## src/rtl/banzai_ctrl_pkg.sv

```systemverilog
// Shared types and sizing helpers for the inference sequencer and its timer.
package banzai_ctrl_pkg;

    typedef enum logic [2:0] {
        IDLE, PROG, PACK, CLR, LOAD, SETTLE, ACC, DONE
    } seq_state_t;

    typedef struct packed {
        logic busy;
        logic prog;
        logic read_mem;
        logic adr_0;
        logic inference_en;
        logic read_out;
        logic stoch_log;
        logic prog_ack;
        logic done;
    } ctrl_t;

    function automatic int row_width(input int n_obs);
        return (n_obs > 1) ? $clog2(n_obs) : 1;
    endfunction

    function automatic int acc_width(input int m, input int n_obs);
        return m + $clog2(n_obs);
    endfunction

    // Column control lines as seen while the FSM sits in state s.
    function automatic ctrl_t ctrl_decode(input seq_state_t s, input logic mode);
        ctrl_t c;
        c = '0;
        c.busy = (s != IDLE);
        case (s)
            PROG:   begin c.prog = 1'b1; c.stoch_log = 1'b1; end
            PACK:   c.prog_ack = 1'b1;
            CLR:    begin c.read_mem = 1'b1; c.stoch_log = 1'b1; end
            LOAD: begin
                c.stoch_log = 1'b1;
                if (mode) begin
                    c.inference_en = 1'b1;
                end else begin
                    c.read_mem = 1'b1;
                    c.adr_0    = 1'b1;
                end
            end
            SETTLE: c.read_out = 1'b1;
            ACC:    c.read_out = 1'b1;
            DONE:   c.done = 1'b1;
            default: ;
        endcase
        return c;
    endfunction

endpackage

```

## src/rtl/cycle_timer.sv

```systemverilog
// Loadable down-counter with a zero flag; times the PROG hold and SETTLE wait.
module cycle_timer #(
    parameter int W = 2
) (
    input  logic         clk,
    input  logic         rst,
    input  logic         load,
    input  logic [W-1:0] load_val,
    output logic         zero
);

    logic [W-1:0] cnt;

    always_ff @(posedge clk or posedge rst) begin
        if (rst) begin
            cnt <= '0;
        end else if (load) begin
            cnt <= load_val;
        end else if (cnt != '0) begin
            cnt <= cnt - W'(1);
        end
    end

    assign zero = (cnt == '0);

endmodule

```

## src/rtl/inference_sequencer.sv

```systemverilog
// Sequences the column chain through N_OBS clear/load/settle/accumulate rows and
// arbitrates host programming passes onto the same column control lines.
module inference_sequencer
    import banzai_ctrl_pkg::*;
#(
    parameter int M         = 8,
    parameter int N_OBS     = 4,
    parameter int CHAIN_LAT = 2,
    parameter int PROG_CYC  = 3
) (
    input  logic                               clk,
    input  logic                               rst,
    input  logic                               start,
    input  logic                               stoch_mode,
    input  logic                               prog_req,
    output logic                               prog_ack,
    output logic                               busy,
    output logic [row_width(N_OBS)-1:0]        row_sel,
    output logic                               prog,
    output logic                               read_mem,
    output logic                               adr_0,
    output logic                               inference_en,
    output logic                               read_out,
    output logic                               stoch_log,
    input  logic [M-1:0]                       chain_in,
    output logic [acc_width(M, N_OBS)-1:0]     result,
    output logic                               done
);

    localparam int ROW_W = row_width(N_OBS);
    localparam int ACC_W = acc_width(M, N_OBS);
    localparam int TMR_W = $clog2((PROG_CYC > CHAIN_LAT) ? PROG_CYC : CHAIN_LAT) + 1;
    localparam logic [ROW_W-1:0] LAST_ROW = ROW_W'(N_OBS - 1);

    seq_state_t       state, nxt_state;
    logic             mode;
    logic [ACC_W-1:0] acc, acc_sum;
    logic             t_load, t_zero;
    logic [TMR_W-1:0] t_val;
    ctrl_t            ctrl_nxt;

    assign acc_sum  = acc + ACC_W'(chain_in);
    assign ctrl_nxt = ctrl_decode(nxt_state, mode);

    // Timer is reloaded on entry to each timed wait; it reaches zero in the last cycle.
    assign t_load = (state == LOAD) || (state == IDLE && nxt_state == PROG);
    assign t_val  = (state == LOAD) ? TMR_W'(CHAIN_LAT - 1) : TMR_W'(PROG_CYC - 1);

    cycle_timer #(.W(TMR_W)) u_timer (
        .clk      (clk),
        .rst      (rst),
        .load     (t_load),
        .load_val (t_val),
        .zero     (t_zero)
    );

    always_comb begin
        nxt_state = state;
        case (state)
            IDLE:   if (prog_req) nxt_state = PROG;
                    else if (start) nxt_state = CLR;
            PROG:   if (t_zero) nxt_state = PACK;
            PACK:   nxt_state = IDLE;
            CLR:    nxt_state = LOAD;
            LOAD:   nxt_state = SETTLE;
            SETTLE: if (t_zero) nxt_state = ACC;
            ACC:    nxt_state = (row_sel == LAST_ROW) ? DONE : CLR;
            DONE:   nxt_state = IDLE;
            default: nxt_state = IDLE;
        endcase
    end

    // Outputs are registered from the next state so they line up with the state itself.
    always_ff @(posedge clk or posedge rst) begin
        if (rst) begin
            state   <= IDLE;
            mode    <= 1'b0;
            acc     <= '0;
            row_sel <= '0;
            result  <= '0;
            {busy, prog, read_mem, adr_0, inference_en,
             read_out, stoch_log, prog_ack, done} <= '0;
        end else begin
            state <= nxt_state;
            {busy, prog, read_mem, adr_0, inference_en,
             read_out, stoch_log, prog_ack, done} <= ctrl_nxt;
            case (state)
                IDLE: if (!prog_req && start) begin
                    acc     <= '0;
                    row_sel <= '0;
                    mode    <= stoch_mode;
                end
                ACC: begin
                    acc <= acc_sum;
                    if (row_sel == LAST_ROW) result  <= acc_sum;
                    else                     row_sel <= row_sel + ROW_W'(1);
                end
                default: ;
            endcase
        end
    end

endmodule

```

## config.mk

```make
export PLATFORM = sky130hd
export DESIGN_NAME = inference_sequencer
export DESIGN_NICKNAME = d
export VERILOG_FILES = /design/src/rtl/banzai_ctrl_pkg.sv /design/src/rtl/cycle_timer.sv /design/src/rtl/inference_sequencer.sv
export SDC_FILE = /design/constraint.sdc
export NUM_CORES = 1
export LEC_CHECK = 0
export CAP_MARGIN = 30
export CORE_MARGIN = 1
export CORE_UTILIZATION = 51
export CTS_CLUSTER_DIAMETER = 30
export DETAILED_ROUTE_END_ITERATION = 10
export HOLD_SLACK_MARGIN = 0.02
export PLACE_DENSITY = 0.78
export REMOVE_ABC_BUFFERS = 1
export SYNTH_ARGS = -nofsm -noshare
export SYNTH_HDL_FRONTEND = slang
export SYNTH_SLANG_ARGS = --single-unit
export TNS_END_PERCENT = 10
```

## constraint.sdc

```tcl
create_clock -name clk -period 2.3 [get_ports clk]
set_input_delay 0.23 -clock clk [delete_from_list [all_inputs] [get_ports clk]]
set_output_delay 0.23 -clock clk [all_outputs]
set_load 0.01 [all_outputs]
```

=== Word level (Yosys, flattened, before mapping) ===
Index checks and enable logic that the tools add are counted.

* Register bits after elaboration: 38
* Input port bits: 13
* Output and inout bits: 21
* Word-level logic and storage cells: 75

* $add $sub $neg: 3
* Equality and inequality tests: 17
* Mux-type cells: 23
* Reduce and logical (&&, ||, !) cells: 17

{| class="wikitable"
|+ Operator list
! kind !! count
|-
| 3-bit == test (second input constant) || 8
|-
| 3-bit 2-to-1 mux || 7
|-
| 3-bit case mux with 7 select lines || 1
|-
| 10-bit case mux with 2 select lines || 1
|-
| 3-bit by 2-bit == test with 1-bit output (second input constant) || 4
|-
| 10-bit by 8-bit adder with 10-bit output || 1
|-
| 10-bit 2-to-1 mux || 1
|-
| 2-bit 2-to-1 mux || 5
|-
| 3-bit by 1-bit == test with 1-bit output (second input constant) || 2
|-
| 3-bit logical NOT || 2
|-
| 1-bit 2-to-1 mux || 6
|-
| 2-bit AND reduction || 3
|-
| 3-bit nonzero test || 2
|-
| 2-bit case mux with 2 select lines || 1
|-
| 2-bit nonzero test || 2
|-
| 2-bit OR reduction || 2
|-
| 3-bit AND reduction || 1
|-
| 3-bit OR reduction || 1
|-
| 3-bit by 1-bit subtractor with 3-bit output (second input constant) || 1
|-
| 2-bit by 1-bit adder with 2-bit output (second input constant) || 1
|-
| 2-bit == test (second input constant) || 1
|-
| 1-bit logical AND || 2
|-
| 2-bit by 1-bit != test with 1-bit output (second input constant) || 1
|-
| 2-bit != test (second input constant) || 1
|-
| other kinds (3) || 3
|}

=== Longest topological paths before layout ===
* Depth after elaboration: 7
* Gate-level depth with buffers: 8
* Mapped depth without buffers: 8

=== Hierarchy ===
From an unflattened synthesis, not the netlist that was laid out.

* Cells, all modules: 204
* Area total of the unflattened synthesis: 2052.0 um2

{| class="wikitable"
|+ By module, submodules not included
! module !! instances !! cells each !! area an instance (um2) !! sequential area each (um2)
|-
| inference_sequencer || 1 || 182 || 1846.8 || 875.8
|-
| cycle_timer || 1 || 22 || 205.2 || 75.1
|}

=== Worst setup path before layout ===
Ideal clock, no wire load.

* Path type: register to register
* Start: reg acc[0]
* End: reg acc[8]
* Library setup time: 0.083 ns
* Data arrival time: 1.693 ns
* Required time: 2.217 ns
* Setup slack: 0.524 ns
* Stages on the path, launching flop included: 9
* Path buffers: 0
* Clock period less this slack: 1.776 ns
* Cell sequence: dfrtp_1 ha_1 inv_1 fa_1 nor2b_1 o31a_1 o21ai_1 or3_1 o21ai_0

* Cells in the longest elaborated chain, start to end: 2

{| class="wikitable"
|+ RTL lines
! element !! line !! source
|-
| start, declared || inference_sequencer.sv:37 || <nowiki>logic [ACC_W-1:0] acc, acc_sum;</nowiki>
|-
| start signal, assigned || inference_sequencer.sv:94 || <nowiki>acc <= acc_sum;</nowiki>
|-
| 10-bit by 8-bit adder with 10-bit output || inference_sequencer.sv:42 || <nowiki>assign acc_sum = acc + ACC_W'(chain_in);</nowiki>
|-
| 10-bit case mux with 2 select lines || inference_sequencer.sv:87 || <nowiki>case (state)</nowiki>
|}

No other way between the ends.
A chain may end at the register's enable or synchronous reset.

=== Worst setup path in the final report ===
Ends and elaborated chain as after synthesis.

==> metrics.md <==
| Metric | Value |
|---|---|
| Status | finished clean |
| Final wirelength | 3620 µm |
| Worst R2R End | acc[8]$_DFFE_PP0P_ |
| Nets | 243 |
| Worst-path cell chain | ha_1 > inv_1 > fa_1 > nor2b_1 > o31a_1 > o21ai_1 > or3_1 > o21ai_0 |
| Total Routing Usage GR | 0.219 |
| Final ANT Viol Nets | 0 |
| Avg Vias per Cell | 5.22 |
| Layout cell share with drive strength beyond 1 | 0.0731 |
| Mapped Cells | 181 |
| Worst Skew | 0.0137 ns |
| First-pass GRT wire length | 6560 µm |
| Drc violations | 0 |
| Xor/xnor share of the synthesized area | 0.0333 |
| Crit Path Class | register to register |
| Rows | 21 |
| Slew Limit Fails | 0 |
| Worst-path fanout max | 3 |
| Per-cell routed wire length | 13.7 µm |
| Inst Count DP | 257 |
| Routability cong. | 0.866 |
| Placed inst area | 0.00222 mm² |
| Vias in the first global route | 1444 |
| RSZ-0062 raised after global routing | false |
| # IOs | 34 |
| Via count | 1384 |
| Sinks on Clock Net | 38 |
| Worst slew pin tran | 0.460 ns |
| Initial antenna violation count | 0 |
| Cts hold-fix bufs | 0 |
| Largest family of logic cells by synthesized area | compound AO/OA/AOI/OAI gates |
| CTS tree | done |
| Clk slew on worst S/H paths | 0.11 ns |
| Die footprint | 0.00386 mm² |
| DP Worst Slack | -0.0436 ns |
| H-Tree Depth | 2 |
| Endpoints failing setup | 0 |
| Rel. slew slack | 0.693 |
| Mux cell area share after synthesis | 0.0360 |
| GRT Residual Overflow | 0 |
| # port buffers | 33 |
| Hold crit path type | input port to async pin |
| CP endpoint kind | register |
| Fin cells | 265 |
| Maximum clock rate | 493 MHz |
| Clock root cell | clkbuf_4 |
| Num CTS Buffers | 5 |
| Register-to-Register Path Depth | 8 |
| Mapped Area | 0.00184 mm² |
| Setup Buffers After CTS | 0 |
| Pin count of the biggest net entering global routing | 39 |
| Clock Path Buffers | 2 |
| Core Footprint | 0.00339 mm² |
| Final instance area | 0.00228 mm² |
| Pwr/cell area | 1050 mW/mm² |
| Max IR drop VDD | 588 µV |
| Post_cts resized | 0 |
| Crit path largest cell delay | 0.41 ns |
| Post-synthesis adder-cell area fraction | 0.0855 |
| Top FF cell, synth | dfrtp_1 |
| Worst reg2reg startpoint | acc[0]$_DFFE_PP0P_ |
| Synth Area in Compound Gates | 0.157 |
| Fin worst setup slack | 0.270 ns |
| Starting Density | 0.544 |
| Worst Setup Start Kind | register |
| Ant. Diodes | 0 |
| Final total power | 2.39 mW |
| Reg2reg setup slack | 0.27 ns |
| TNS Setup | 0 ns |
| Crit path required time | 2.56 ns |
| Clk_lat worst skew | 0.34 ns |
| Post-synthesis sequential area ratio | 0.516 |
| Detailed Routing Iterations Pass 1 | 4 |
| Die Wd | 62.1 µm |
| Async set-reset flop share out of synthesis | 1.00 |
| Number of flops mapped to enable cells by yosys | 0 |
| Slowest CP cell | fa_1 |
| Fin. Hold Viols | 0 |
| Yosys reg bits | 38 |
| Synth cell types | 34 |
| Post-Synth Simple-Gate Area | 0.134 |
| Layout Area Growth over Synthesis | 23.8% |
| Min Clock Period, post-route | 2.03 ns |
| Mapped Avg Cell Area | 10.2 µm² |
| Die Ht | 62.1 µm |
| Dpl hpwl | 2620 µm |
| Max-cap viol count | 0 |
| Post-route clock period utilization | 0.883 |
| Leakage | 1.07 nW |
| Initial DRC Count | 66 |
| Arr. time, crit path | 2.29 ns |
| Yosys Warn Count | 0 |
[worst max-delay path by stage]
| stage | startpoint | endpoint | slack, ns | cells past startpoint |
|---|---|---|---|---|
| after floorplan | acc[0]$_DFFE_PP0P_ | acc[8]$_DFFE_PP0P_ | 0.52 | 8 |
| after global placement | chain_in[0] | acc[8]$_DFFE_PP0P_ | 0.09 | 9 |
| after detailed placement | chain_in[0] | acc[8]$_DFFE_PP0P_ | -0.04 | 9 |
| after CTS | acc[0]$_DFFE_PP0P_ | acc[8]$_DFFE_PP0P_ | 0.28 | 8 |
| after global routing | acc[0]$_DFFE_PP0P_ | acc[8]$_DFFE_PP0P_ | 0.16 | 8 |
| final | acc[0]$_DFFE_PP0P_ | acc[8]$_DFFE_PP0P_ | 0.27 | 8 |
[cells in the mapped netlist, types with 2 or more instances]
cell type	n	area (µm²)
nand2_1	23	86.3
o31ai_1	2	15.0
a21oi_1	7	35.0
a21o_1	3	22.5
xor2_1	4	35.0
buf_2	5	25.0
nand3b_1	3	22.5
nor3_1	4	20.0
inv_1	10	37.5
xnor2_1	3	26.3
o21a_1	3	22.5
a22o_1	4	35.0
dfrtp_1	38	951
mux2_2	3	33.8
inv_2	2	7.51
mux2_1	2	22.5
or3_1	3	18.8
a211oi_1	2	15.0
nor2b_1	4	25.0
o21ai_1	10	50.1
o21ai_0	11	55.1
ha_1	11	138
nor2_1	13	48.8
[cell type report]
| type | instances | area [µm²] |
|---|---|---|
| tap | 46 | 57.6 |
| clock inverter | 1 | 5.00 |
| multi-input combinational | 126 | 822 |
| sequential | 38 | 951 |
| clock buffer | 7 | 55.1 |
| inverter | 12 | 45.0 |
| fill | 280 | 1110 |
| timing repair buffer | 35 | 345 |
[stage by stage]
step / hold WS, ns / util
2_1_floorplan: 0.380 / -
3_3_place_gp: 0.460 / 0.655
3_5_place_dp: 0.468 / 0.655
4_1_cts: 0.296 / 0.673
5_1_grt: 0.351 / 0.673
6_report: 0.292 / 0.673
[kinds of logic after synthesis]
group / Yosys count
flip-flops: 38
XOR/XNOR: 7
AO/OA/AOI/OAI: 47
buffers and inverters: 17
AND/OR/NAND/NOR: 54
multiplexers: 6
adder cells (fa/ha/maj): 12
[sequential cells by signal, indices dropped and copies added, names as in the netlist, 2 cells and up]
name	cells
u_timer.cnt	3
result	10
state	3
row_sel	2
acc	10
[critical path: cells and delay by family (launching register included)]
kind,cells,cell delay [ns]
adder cells (fa/ha/maj),2,0.61
AND/OR/NAND/NOR,2,0.49
AO/OA/AOI/OAI,3,0.41
flip-flops,1,0.36
buffers and inverters,1,0.07
[cell usage in the layout, fill, tap and decap left out, types with 2 or more instances in the layout]
| cell | synthesis | final |
|---|---|---|
| dfrtp_1 | 38 | 38 |
| clkdlybuf4s50_1 | 0 | 33 |
| nand2_1 | 23 | 23 |
| nor2_1 | 13 | 13 |
| o21ai_0 | 11 | 11 |
| ha_1 | 11 | 11 |
| o21ai_1 | 10 | 10 |
| inv_1 | 10 | 10 |
| a21oi_1 | 7 | 7 |
| clkbuf_4 | 0 | 5 |
| nor2b_1 | 4 | 4 |
| a22o_1 | 4 | 4 |
| nor3_1 | 4 | 4 |
| xor2_1 | 4 | 4 |
| nand3b_1 | 3 | 3 |
| a21o_1 | 3 | 3 |
| xnor2_1 | 3 | 3 |
| o21a_1 | 3 | 3 |
| or3_1 | 3 | 3 |
| mux2_2 | 3 | 3 |
| a211oi_1 | 2 | 2 |
| o31ai_1 | 2 | 2 |
| inv_2 | 2 | 2 |
| mux2_1 | 2 | 2 |
| buf_4 | 0 | 2 |
[power by group]
group | internal [mW] | switching [mW] | leakage (nW)
Sequential | 0.860 | 0.141 | 0.459
Combinational | 0.510 | 0.528 | 0.574
Clock | 0.148 | 0.206 | 0.0353
[layer usage]
metal / routed length, µm / track usage / part of all wire / vias up
li1: - / - / - / 693
met1: 1560 / 0.268 / 0.43 / 655
met2: 1810 / 0.374 / 0.50 / 31
met3: 206 / 0.0680 / 0.057 / 5
met4: 51 / 0.0610 / 0.014 / 0
met5: 0 / 0 / 0 / -
Note: power is estimated with default switching activity, not from simulation.
